**config.mk**
```make
export PLATFORM = sky130hd
export DESIGN_NAME = mem_io_responder
export DESIGN_NICKNAME = d
export VERILOG_FILES = /design/src/rtl/slc3_mem_pkg.sv /design/src/rtl/sync_2ff.sv /design/src/rtl/mem_io_responder.sv
export SDC_FILE = /design/constraint.sdc
export NUM_CORES = 1
export LEC_CHECK = 0
export CAP_MARGIN = 20
export CORE_ASPECT_RATIO = 2
export CORE_MARGIN = 2
export CORE_UTILIZATION = 45
export CTS_CLUSTER_DIAMETER = 200
export DETAILED_ROUTE_END_ITERATION = 8
export PLACE_DENSITY_LB_ADDON = 0.15
export SYNTH_ARGS = -nofsm -noshare
export SYNTH_HDL_FRONTEND = slang
export SYNTH_SLANG_ARGS = --single-unit
```
**constraint.sdc**
```tcl
create_clock -name Clk -period 5.4 [get_ports Clk]
set_clock_uncertainty 0.2 [all_clocks]
set_input_delay 1.08 -clock Clk [delete_from_list [all_inputs] [get_ports Clk]]
set_output_delay 1.08 -clock Clk [all_outputs]
set_load 0.005 [all_outputs]
```
**src/rtl/slc3_mem_pkg.sv**
```systemverilog
// rtl/slc3_mem_pkg.sv - shared types and constants for the SLC-3 memory responder
package slc3_mem_pkg;

    typedef enum logic [1:0] {
        IDLE   = 2'd0,
        ACCESS = 2'd1,
        IO     = 2'd2,
        RESP   = 2'd3
    } mem_state_t;

    localparam logic [15:0] IO_ADDR_DEFAULT = 16'hFFFF;

endpackage

```
**src/rtl/sync_2ff.sv**
```systemverilog
// rtl/sync_2ff.sv - two-flop synchroniser for asynchronous board inputs
module sync_2ff #(
    parameter int WIDTH = 1
) (
    input  logic             clk,
    input  logic             resetn,
    input  logic [WIDTH-1:0] d,
    output logic [WIDTH-1:0] q
);

    logic [WIDTH-1:0] meta;

    always_ff @(posedge clk) begin
        if (!resetn) begin
            meta <= '0;
            q    <= '0;
        end else begin
            meta <= d;
            q    <= meta;
        end
    end

endmodule

```
**src/rtl/mem_io_responder.sv**
```systemverilog
// rtl/mem_io_responder.sv - SLC-3 load/store responder for async SRAM and memory-mapped I/O
module mem_io_responder
    import slc3_mem_pkg::*;
#(
    parameter int              ADDR_W      = 16,
    parameter int              DATA_W      = 16,
    parameter int              WAIT_CYCLES = 2,
    parameter logic [ADDR_W-1:0] IO_ADDR   = ADDR_W'(IO_ADDR_DEFAULT)
) (
    input  logic              Clk,
    input  logic              Reset,
    input  logic              req_valid,
    input  logic              req_we,
    input  logic [ADDR_W-1:0] req_addr,
    input  logic [DATA_W-1:0] req_wdata,
    output logic              req_ready,
    output logic              rsp_valid,
    output logic [DATA_W-1:0] rsp_rdata,
    input  logic [DATA_W-1:0] Switches,
    output logic [DATA_W-1:0] HEX_OUT,
    output logic [ADDR_W-1:0] sram_addr,
    output logic [DATA_W-1:0] sram_wdata,
    input  logic [DATA_W-1:0] sram_rdata,
    output logic              sram_dq_oe,
    output logic              sram_ce_n,
    output logic              sram_oe_n,
    output logic              sram_we_n
);

    localparam int CNT_W = (WAIT_CYCLES > 1) ? $clog2(WAIT_CYCLES) : 1;
    localparam logic [CNT_W-1:0] CNT_LOAD = CNT_W'(WAIT_CYCLES - 1);

    generate
        if (WAIT_CYCLES < 1) begin : g_bad_wait
            $error("mem_io_responder: WAIT_CYCLES must be >= 1");
        end
    endgenerate

    mem_state_t       state, next_state;
    logic [CNT_W-1:0] wait_cnt;
    logic             we_q;
    logic [DATA_W-1:0] sw_sync;
    logic             accept;
    logic             is_io;

    sync_2ff #(.WIDTH(DATA_W)) u_sw_sync (
        .clk    (Clk),
        .resetn (Reset),
        .d      (Switches),
        .q      (sw_sync)
    );

    assign req_ready = (state == IDLE);
    assign rsp_valid = (state == RESP);
    assign accept    = req_valid && req_ready;
    assign is_io     = (req_addr == IO_ADDR);

    always_ff @(posedge Clk) begin
        if (!Reset) begin
            state <= IDLE;
        end else begin
            state <= next_state;
        end
    end

    always_comb begin
        next_state = state;
        case (state)
            IDLE:    if (accept) next_state = is_io ? IO : ACCESS;
            ACCESS:  if (wait_cnt == '0) next_state = RESP;
            IO:      next_state = RESP;
            RESP:    next_state = IDLE;
            default: next_state = IDLE;
        endcase
    end

    // Strobes are set on the accept edge and cleared on the last ACCESS edge,
    // so they are flop outputs and the read sample happens while oe_n is still low.
    always_ff @(posedge Clk) begin
        if (!Reset) begin
            wait_cnt   <= '0;
            we_q       <= 1'b0;
            rsp_rdata  <= '0;
            HEX_OUT    <= '0;
            sram_addr  <= '0;
            sram_wdata <= '0;
            sram_dq_oe <= 1'b0;
            sram_ce_n  <= 1'b1;
            sram_oe_n  <= 1'b1;
            sram_we_n  <= 1'b1;
        end else begin
            case (state)
                IDLE: begin
                    if (accept) begin
                        we_q       <= req_we;
                        sram_wdata <= req_wdata;
                        if (!is_io) begin
                            sram_addr  <= req_addr;
                            wait_cnt   <= CNT_LOAD;
                            sram_ce_n  <= 1'b0;
                            sram_oe_n  <= req_we;
                            sram_we_n  <= !req_we;
                            sram_dq_oe <= req_we;
                        end
                    end
                end
                ACCESS: begin
                    if (wait_cnt == '0) begin
                        if (!we_q) rsp_rdata <= sram_rdata;
                        sram_ce_n  <= 1'b1;
                        sram_oe_n  <= 1'b1;
                        sram_we_n  <= 1'b1;
                        sram_dq_oe <= 1'b0;
                    end else begin
                        wait_cnt <= wait_cnt - CNT_W'(1);
                    end
                end
                IO: begin
                    if (we_q) HEX_OUT <= sram_wdata;
                    else      rsp_rdata <= sw_sync;
                end
                default: ;
            endcase
        end
    end

endmodule

```
==> metrics.txt, run 1 <==
status=complete, no violations; worst slew pin tran=0.997 ns; antenna violations before repair=0; Routed WL per cell=13.8 um; largest net degree at the start of global routing=123; routability cong.=0.806; vias in the first global route=2974; P_sw=0.669 mW; All-Layer GR Usage=18.8%; hold path depth=1; Layout Cells excl Fill=632; Syn Inst Count=405; Die ar.=9250 um^2; fin util=67.0%; first-pass GRT wire length=13.8 mm; CTS tree=done; Netlist cell types=31; source of the worst hold timing path=u_sw_sync.meta[4]$_SDFF_PN0_; Port Buf Inserts=137; Max-cap violations=0; Syn. warnings=0; Synth area leaders=dfxtp_1 55%, nand2_1 10%, a21boi_0 6.3%; area grow syn2layout=44.9%; diode count=0; Req. time, crit path=5.43 ns; Setup-failing EPs final=0; cells on worst reg2reg path=7; LEAKAGE=2.18 nW; Crit path arrival time=3.15 ns; Mapped Avg Cell Area=9.39 um^2; Die Ht=134 um; share of cells above drive strength 1=3.93%; Num CTS Buffers=9; num ports=138; Power, Total=2.33 mW; critical path class=input port to flop; Yosys reg bits=104; post-CTS setup buffer count=0; P per Cell Area=424 nW/um^2; Inst Count DP=615; fin nets=602; normalized max-slew margin=33.5%; Seq/Total Area, Yosys=54.7%; Int Power=1.67 mW; HPWL after detailed placement=6.26 mm; Max Fclk=0.320 GHz; sequential group share of total power=42.1%; Sw Share=28.7%; Yosys top cell by area=dfxtp_1; H-tree Lvls=3; Async SR Flop Fraction=0%; startpoint type of the worst setup path=input port; register-to-register setup slack=2.86 ns; worst hold endpoint=u_sw_sync.q[4]$_SDFF_PN0_; Comb pwr share=31.4%; RR Endpoint=sram_dq_oe$_SDFFE_PN0P_; Min-Delay Path Class=flop to flop; clock slew at reported path FFs=0.06 ns; EDFF count, synth=0; synthesized area=3800 um^2; fin. max-slew vios=0; Syn Nets=478; Synth Flop Type=dfxtp_1; GRT overflow=0; Die W=69.0 um; CORE AREA=8230 um^2; post-route clock period utilization=57.8%; CTS root buf=clkbuf_16; WHS=0.235 ns; Reg2Reg Launch Point=state[0]$_SDFFE_PN0P_; worst-skew pair later-pin latency=0.34 ns; most numerous cell in the Yosys netlist=dfxtp_1; final hold violation count=0; maximum VDD drop=0.325 mV; top cell type's share of synthesized area=54.7%; CTS Sinks=104; Crit. End Element=flop; CTS resizes=0; TNS Setup=0 ns; Post-DRT Antenna Nets=0; Clock power frac=26.5%; Clock Tree Buf Depth=2; crit-path max FO=33; final wirelength=8.73 mm; RSZ-0062 raised after global routing=false; most frequent cells after synthesis=104 x dfxtp_1, 102 x nand2_1, 34 x and2_1; Core Rows=47; via/cell ratio=4.96; vias=3133; final critical-path required period=3.12 ns; drt first pass iters=4; iteration-0 DRC count of the detailed router=175; Starting Density=46.2%; CTS Hold Bufs=0; Post-route DRC=0
-- layout by cell type, fill, tap and decap left out, drive strengths merged --
| master | netlist | final |
|---|---|---|
| a211o | 1 | 1 |
| a211oi | 3 | 3 |
| a21boi | 33 | 33 |
| a21oi | 3 | 3 |
| a31o | 1 | 1 |
| a32o | 1 | 1 |
| a32oi | 2 | 2 |
| and2 | 34 | 34 |
| and3 | 1 | 1 |
| buf | 11 | 4 |
| clkbuf | 16 | 13 |
| clkdlybuf4s50 | 0 | 136 |
| clkinv | 0 | 2 |
| clkinvlp | 0 | 1 |
| dfxtp | 104 | 104 |
| ha | 5 | 5 |
| inv | 7 | 7 |
| mux2i | 16 | 16 |
| nand2 | 102 | 102 |
| nand2b | 2 | 2 |
| nand3 | 16 | 16 |
| nand4 | 4 | 4 |
| nor2 | 1 | 1 |
| nor2b | 1 | 1 |
| nor3 | 1 | 1 |
| nor4 | 1 | 1 |
| o211a | 16 | 16 |
| o21ai | 19 | 19 |
| o31a | 1 | 1 |
| o31ai | 1 | 1 |
| o41a | 1 | 1 |
| or4 | 1 | 1 |
-- metrics by stage --
stage,setup slack (ns),instance area (um^2)
floorplan,3.02,3800
global placement,2.03,5200
detailed placement,1.96,5200
CTS,2.32,5500
global route,2.14,5510
finish,2.28,5510
-- per-layer routing --
metal	global-route usage (%)	up-vias	wire (um)
li1	-	1603	-
met1	19.7	1428	3410
met2	34.7	91	4720
met3	4.73	11	433
met4	8.39	0	168
met5	0	-	0
-- worst max path at each step --
stage	to	from	slack, ns	cells after the start
6_report	sram_dq_oe$_SDFFE_PN0P_	req_valid	2.28	6
3_5_place_dp	sram_dq_oe$_SDFFE_PN0P_	req_valid	1.96	6
4_1_cts	sram_dq_oe$_SDFFE_PN0P_	req_valid	2.32	6
2_1_floorplan	sram_ce_n$_SDFFE_PN1P_	req_addr[6]	3.02	4
5_1_grt	sram_dq_oe$_SDFFE_PN0P_	req_valid	2.14	6
3_3_place_gp	sram_dq_oe$_SDFFE_PN0P_	req_valid	2.03	6
-- worst max-delay path: stages --
cell             delay (ns)
clkdlybuf4s50_1        0.54
and2_1                 0.58
o41a_1                 0.26
buf_4                  0.29
a21oi_1                0.17
a32o_1                 0.23
-- power by group through the flow --
stage / logic [mW] / registers (mW) / clock network [mW]
detailed placement: 0.735 / 1.00 / 0
floorplan: 0.357 / 1.00 / 0
CTS: 0.739 / 0.985 / 0.637
finish: 0.732 / 0.983 / 0.620
global route: 0.802 / 0.999 / 0.670
global placement: 0.713 / 0.997 / 0
-- layout make-up --
cell class / instances / area (um^2)
clock inverter: 3 / 25.0
inverter: 7 / 26.3
multi-input combinational: 267 / 1590
timing repair buffer: 140 / 1400
tap: 98 / 123
sequential: 104 / 2080
clock buffer: 13 / 270
fill: 696 / 2720
-- flip-flops by register name, summed over array words and instances (netlist names) --
| signal | cells |
|---|---|
| state | 2 |
| sram_ce_n | 1 |
| sram_we_n | 1 |
| rsp_rdata | 16 |
| sram_oe_n | 1 |
| sram_wdata | 16 |
| sram_dq_oe | 1 |
| u_sw_sync.meta | 16 |
| sram_addr | 16 |
| u_sw_sync.q | 16 |
| wait_cnt | 1 |
| we_q | 1 |
| HEX_OUT | 16 |
-- cell families (layout without fill, tap and decap cells) --
logic type	Yosys count	count (layout)	synth area share, %
simple gates	164	164	19.7
flops	104	104	54.7
compound gates	82	82	16.1
buf+inv	34	163	3.65
mux	16	16	4.21
fa+ha+maj	5	5	1.64
(Power assumes the default switching activity.)
==> inputs of run 2 (changes only) <==
Settings changed: CORE_UTILIZATION 45 to 40.
Clock period 5.4 ns to 2.6 ns, I/O delays scaled along.
==> metrics.txt, run 2 (synthesis gave the netlist of run 1 again) <==
HPWL after detailed placement=6.43 mm (+2.7%); WHS=0.232 ns (-0.00321 ns); Die Ht=142 um (+5.9%); Req. time, crit path=1.88 ns (-3.55 ns); fin nets=608 (+1.0%); GRT overflow=0 (unchanged); post-CTS setup buffer count=0 (unchanged); CTS resizes=0 (unchanged); LEAKAGE=2.23 nW (+2.1%); routability cong.=0.812 (+0.79%); Starting Density=40.8% (-5.4 points); wire length on met2=4.80 mm (+1.8%); Core Rows=50 (+6.4%); Max-cap violations=0 (unchanged); final critical-path required period=2.29 ns; vias=3189 (+1.8%); final hold violation count=0 (unchanged); iteration-0 DRC count of the detailed router=145 (-17%); Crit. End Element=output pin; CTS tree=done; Routed WL per cell=13.8 um (about the same); CP top delay family=buffers and inverters; clock slew at reported path FFs=0.06 ns (about the same); Crit path arrival time=1.57 ns (-1.58 ns); final wirelength=8.89 mm (+1.8%); Clock Tree Buf Depth=2 (unchanged); Post-DP Area=5280 um^2 (+1.4%); Max Fclk=0.436 GHz; post-route clock period utilization=88.1%; CORE AREA=9320 um^2 (+13%); area of the multi-input gates=1590 um^2 (unchanged); first-pass GRT wire length=14.2 mm (+3.0%); RSZ-0062 raised after global routing=false; CTS root buf=clkbuf_16; vias in the first global route=3089 (+3.9%); TNS Setup=0 ns (unchanged); normalized max-slew margin=57.8% (+24 points); commonest cells after routing, fill and taps aside=136 x clkdlybuf4s50_1, 104 x dfxtp_1, 102 x nand2_1, 34 x and2_1, 32 x a21boi_0; CTS Sinks=104 (unchanged); CP max stage delay=0.54 ns (-0.04 ns); P per Cell Area=895 nW/um^2 (+110%); startpoint type of the worst setup path=flop; Power, Total=5.01 mW (+110%); Num CTS Buffers=9 (unchanged); largest net degree at the start of global routing=53 (-57%); via/cell ratio=4.96 (about the same); maximum VDD drop=0.752 mV (+130%); Port Buf Inserts=137 (unchanged); FF/Latch Area=2080 um^2 (unchanged); top layer used by detailed routing=met4; met3 WL=401 um (-7.4%); Die W=73.0 um (+5.7%); crit-path max FO=5 (-85%); crit path buf inv count=2 (unchanged); Post-DRT Antenna Nets=0 (unchanged); diode count=0 (unchanged); area grow syn2layout=47.1%; All-Layer GR Usage=17.6% (-1.2 points); worst slew pin tran=0.634 ns (-0.364 ns); Post-Layout Inst Area=5600 um^2 (+1.5%); Setup-failing EPs final=0 (unchanged); antenna violations before repair=0 (unchanged); fin. max-slew vios=0 (unchanged); drt first pass iters=4 (unchanged); Die ar.=10400 um^2 (+12%); fin util=60.0% (-6.9 points); CP max-delay cell=clkdlybuf4s50_1; share of cells above drive strength 1=5.01% (+1.1 points); num ports=138 (unchanged); Min-Delay Path Class=flop to flop; routed length on met1=3.52 mm (+3.1%); status=complete, no violations; critical path class=flop to output pin; commonest non-fill, non-tap cell in the layout=clkdlybuf4s50_1; H-tree Lvls=3 (unchanged); CTS Hold Bufs=0 (unchanged); crit path cell chain=inv_1, ha_1, clkdlybuf4s50_1; Post-route DRC=0 (unchanged); worst-skew pair later-pin latency=0.33 ns (about the same); fill cell count=836 (+20%)
run 2: changes by cell type in the layout (fill, tap and decap cells not counted), sizes merged:
| cell | delta |
|---|---|
| clkbuf | -3 |
| bufinv | +2 |
| buf | +6 |
run 2: worst register-to-register path: stages (launching register included):
cell and delay [ns]:
dfxtp_1 0.37, inv_1 0.10, ha_1 0.27, nand2b_1 0.19, a21oi_2 0.13, buf_4 0.32, nand2_1 0.11, o211a_1 0.13
run 2: cell type report:
cell class                 instances  area share, %
timing repair buffer             146           25.9
sequential                       104           37.2
clock buffer                      10           4.27
multi-input combinational        267           28.4
inverter                           7          0.470
clock inverter                     5           1.45
tap                              104           2.33
run 2: stage by stage:
stage | instances | setup WS (ns)
floorplan | 405 | 0.779
global placement | 628 | 0.132
detailed placement | 628 | 0.132
CTS | 643 | 0.299
global route | 643 | 0.189
finish | 643 | 0.309
run 2: final timing paths:
| path | slack, ns | to | start | cells past startpoint |
|---|---|---|---|---|
| setup reg to reg | 0.68 | rsp_rdata[11]$_SDFFE_PN0P_ | state[1]$_SDFFE_PN0P_ | 7 |
| setup / recovery | 0.31 | req_ready | state[1]$_SDFFE_PN0P_ | 3 |
| hold / removal | 0.23 | u_sw_sync.q[6]$_SDFF_PN0_ | u_sw_sync.meta[6]$_SDFF_PN0_ | 1 |
| hold reg to reg | 0.23 | u_sw_sync.q[6]$_SDFF_PN0_ | u_sw_sync.meta[6]$_SDFF_PN0_ | 1 |
run 2: power by group:
part | total, mW | internal [mW] | leakage [nW] | switching (mW)
logic | 1.54 | 0.861 | 1.22 | 0.683
registers | 2.04 | 1.88 | 0.854 | 0.156
clock network | 1.42 | 0.864 | 0.155 | 0.561
run 2: layer usage:
| metal | global-route usage (%) | up-vias |
|---|---|---|
| met2 | 32.7 | 107 |
| met5 | 0 | - |
| met3 | 3.90 | 11 |
| met4 | 6.63 | 0 |
| met1 | 18.5 | 1457 |
| li1 | - | 1614 |
==> inputs of run 3 (changes only) <==
Settings changed: GPL_TIMING_DRIVEN set to 0.
==> metrics.txt, run 3 (synthesis gave the netlist of run 1 again) <==
CTS tree=done; GRT overflow=0 (unchanged); critical path class=flop to output pin; All-Layer GR Usage=19.1% (+1.5 points); share of cells above drive strength 1=4.30% (-0.71 points); Die ar.=10400 um^2 (unchanged); Post-route DRC=0 (unchanged); CTS root buf=clkbuf_16; hold path depth=1 (unchanged); RSZ-0062 raised after global routing=false; Min-Delay Path Class=flop to flop; Num CTS Buffers=9 (unchanged); Post-Layout Inst Area=5610 um^2 (+0.20%); P_sw=1.45 mW (+3.7%); Int Power=3.51 mW (-2.6%); status=complete, no violations; Routed WL per cell=14.5 um (+4.9%); Comb pwr share=31.7% (+0.9 points); commonest cells after routing, fill and taps aside=137 x clkdlybuf4s50_1, 104 x dfxtp_1, 102 x nand2_1, 34 x and2_1, 32 x a21boi_0; vias=3311 (+3.8%); diode count=0 (unchanged); Setup-failing EPs final=0 (unchanged); worst slack, placed=0.00742 ns (-0.125 ns); largest net degree at the start of global routing=17 (-68%); post-CTS setup buffer count=0 (unchanged); Reg2Reg Launch Point=state[0]$_SDFFE_PN0P_; Core Rows=50 (unchanged); LEAKAGE=2.23 nW (about the same); Die Ht=142 um (unchanged); normalized max-slew margin=59.9% (+2.1 points); post-route clock period utilization=89.0% (+0.84 points); fin util=60.1% (+0.12 points); area grow syn2layout=47.4%; CORE AREA=9320 um^2 (unchanged); Clock Tree Buf Depth=2 (unchanged); worst-skew pair later-pin latency=0.33 ns (about the same); Clock power frac=27.0% (-1.5 points); num ports=138 (unchanged); fin. max-slew vios=0 (unchanged); Post-DP Area=5310 um^2 (+0.59%); crit path from=state[0]$_SDFFE_PN0P_; vias in the first global route=3231 (+4.6%); crit-path max FO=5 (unchanged); maximum VDD drop=0.610 mV (-19%); Req. time, crit path=1.88 ns (about the same); Port Buf Inserts=137 (unchanged); Post-DRT Antenna Nets=0 (unchanged); HPWL after detailed placement=7.65 mm (+19%); antenna violations before repair=0 (unchanged); via/cell ratio=5.00 (+0.85%); final critical-path required period=2.31 ns (+0.0218 ns); Die W=73.0 um (unchanged); final hold violation count=0 (unchanged); Max-cap violations=0 (unchanged); Crit. End Element=output pin; iteration-0 DRC count of the detailed router=112 (-23%); H-tree Lvls=3 (unchanged); startpoint type of the worst setup path=flop; source of the worst hold timing path=u_sw_sync.meta[9]$_SDFF_PN0_; CTS Sinks=104 (unchanged); worst slew pin tran=0.597 ns (-0.0364 ns); commonest non-fill, non-tap cell in the layout=clkdlybuf4s50_1; Sw Share=29.2% (+1.3 points); first-pass GRT wire length=15.4 mm (+7.7%); Crit path arrival time=1.59 ns (+0.02 ns); CTS Hold Bufs=0 (unchanged); sequential group share of total power=41.3% (+0.6 points); fin nets=626 (+3.0%); routability cong.=0.884 (+8.9%); cells on worst reg2reg path=7 (unchanged); final worst slack=0.287 ns (-0.0218 ns); final wirelength=9.60 mm (+8.0%); Starting Density=40.8% (unchanged); CTS resizes=0 (unchanged); drt first pass iters=4 (unchanged); P per Cell Area=885 nW/um^2 (-1.1%); clock slew at reported path FFs=0.07 ns (about the same); Max Fclk=0.432 GHz (-0.94%)
==> run 3: cell types whose count changed in the layout (fill, tap and decap cells not counted) <==
| cell | change |
|---|---|
| bufinv_16 | -1 |
| buf_2 | +9 |
| buf_1 | +2 |
| clkdlybuf4s50_1 | +1 |
| clkbuf_1 | +18 |
| a21oi_1 | +1 |
| clkinv_2 | -1 |
| buf_12 | -1 |
| clkinvlp_4 | +1 |
| buf_4 | -9 |
| a21oi_2 | -1 |
==> run 3: stage by stage <==
step	total power, mW	hold slack, ns	instances	TNS [ns]
4_1_cts	5.02	0.236	662	0
2_1_floorplan	2.82	0.212	405	0
6_report	4.96	0.233	662	0
5_1_grt	5.25	0.246	662	0
3_3_place_gp	3.63	0.214	646	-0.000524
3_5_place_dp	3.67	0.220	646	0
==> run 3: metal layers <==
layer,up-vias,GRT usage (%),share of wire (%)
met5,-,0,0
met4,0,7.70,2.7
met3,21,3.40,4.1
met2,123,35.9,56
met1,1512,20.1,37
li1,1655,-,-
==> run 3: critical path: stages (launching register included) <==
cell	delay (ns)
dfxtp_1	0.35
inv_1	0.12
ha_1	0.24
clkdlybuf4s50_1	0.55
==> run 3: path summary, 6_finish.rpt <==
kind                                to  slack [ns]
max                          req_ready        0.29
min          u_sw_sync.q[9]$_SDFF_PN0_        0.23
max reg2reg  sram_addr[8]$_SDFFE_PN0P_        0.40
min reg2reg  u_sw_sync.q[9]$_SDFF_PN0_        0.23
==> run 3: cell type report <==
cell class | instances | area, um^2
fillers | 869 | 3710
flip-flops and latches | 104 | 2080
multi-input cells | 267 | 1580
repair buffers | 137 | 1370
clock buffers | 12 | 246
well taps | 104 | 130
plain buffers | 27 | 113
clock inverters | 4 | 53.8
inverters | 7 | 26.3
==> run 3: power by group through the flow <==
stage	Sequential [mW]	Combinational, mW	Clock, mW
final	2.05	1.57	1.34
after global routing	2.09	1.73	1.44
after CTS	2.05	1.60	1.37
after detailed placement	2.08	1.59	0
after global placement	2.08	1.55	0
after floorplan	2.08	0.741	0
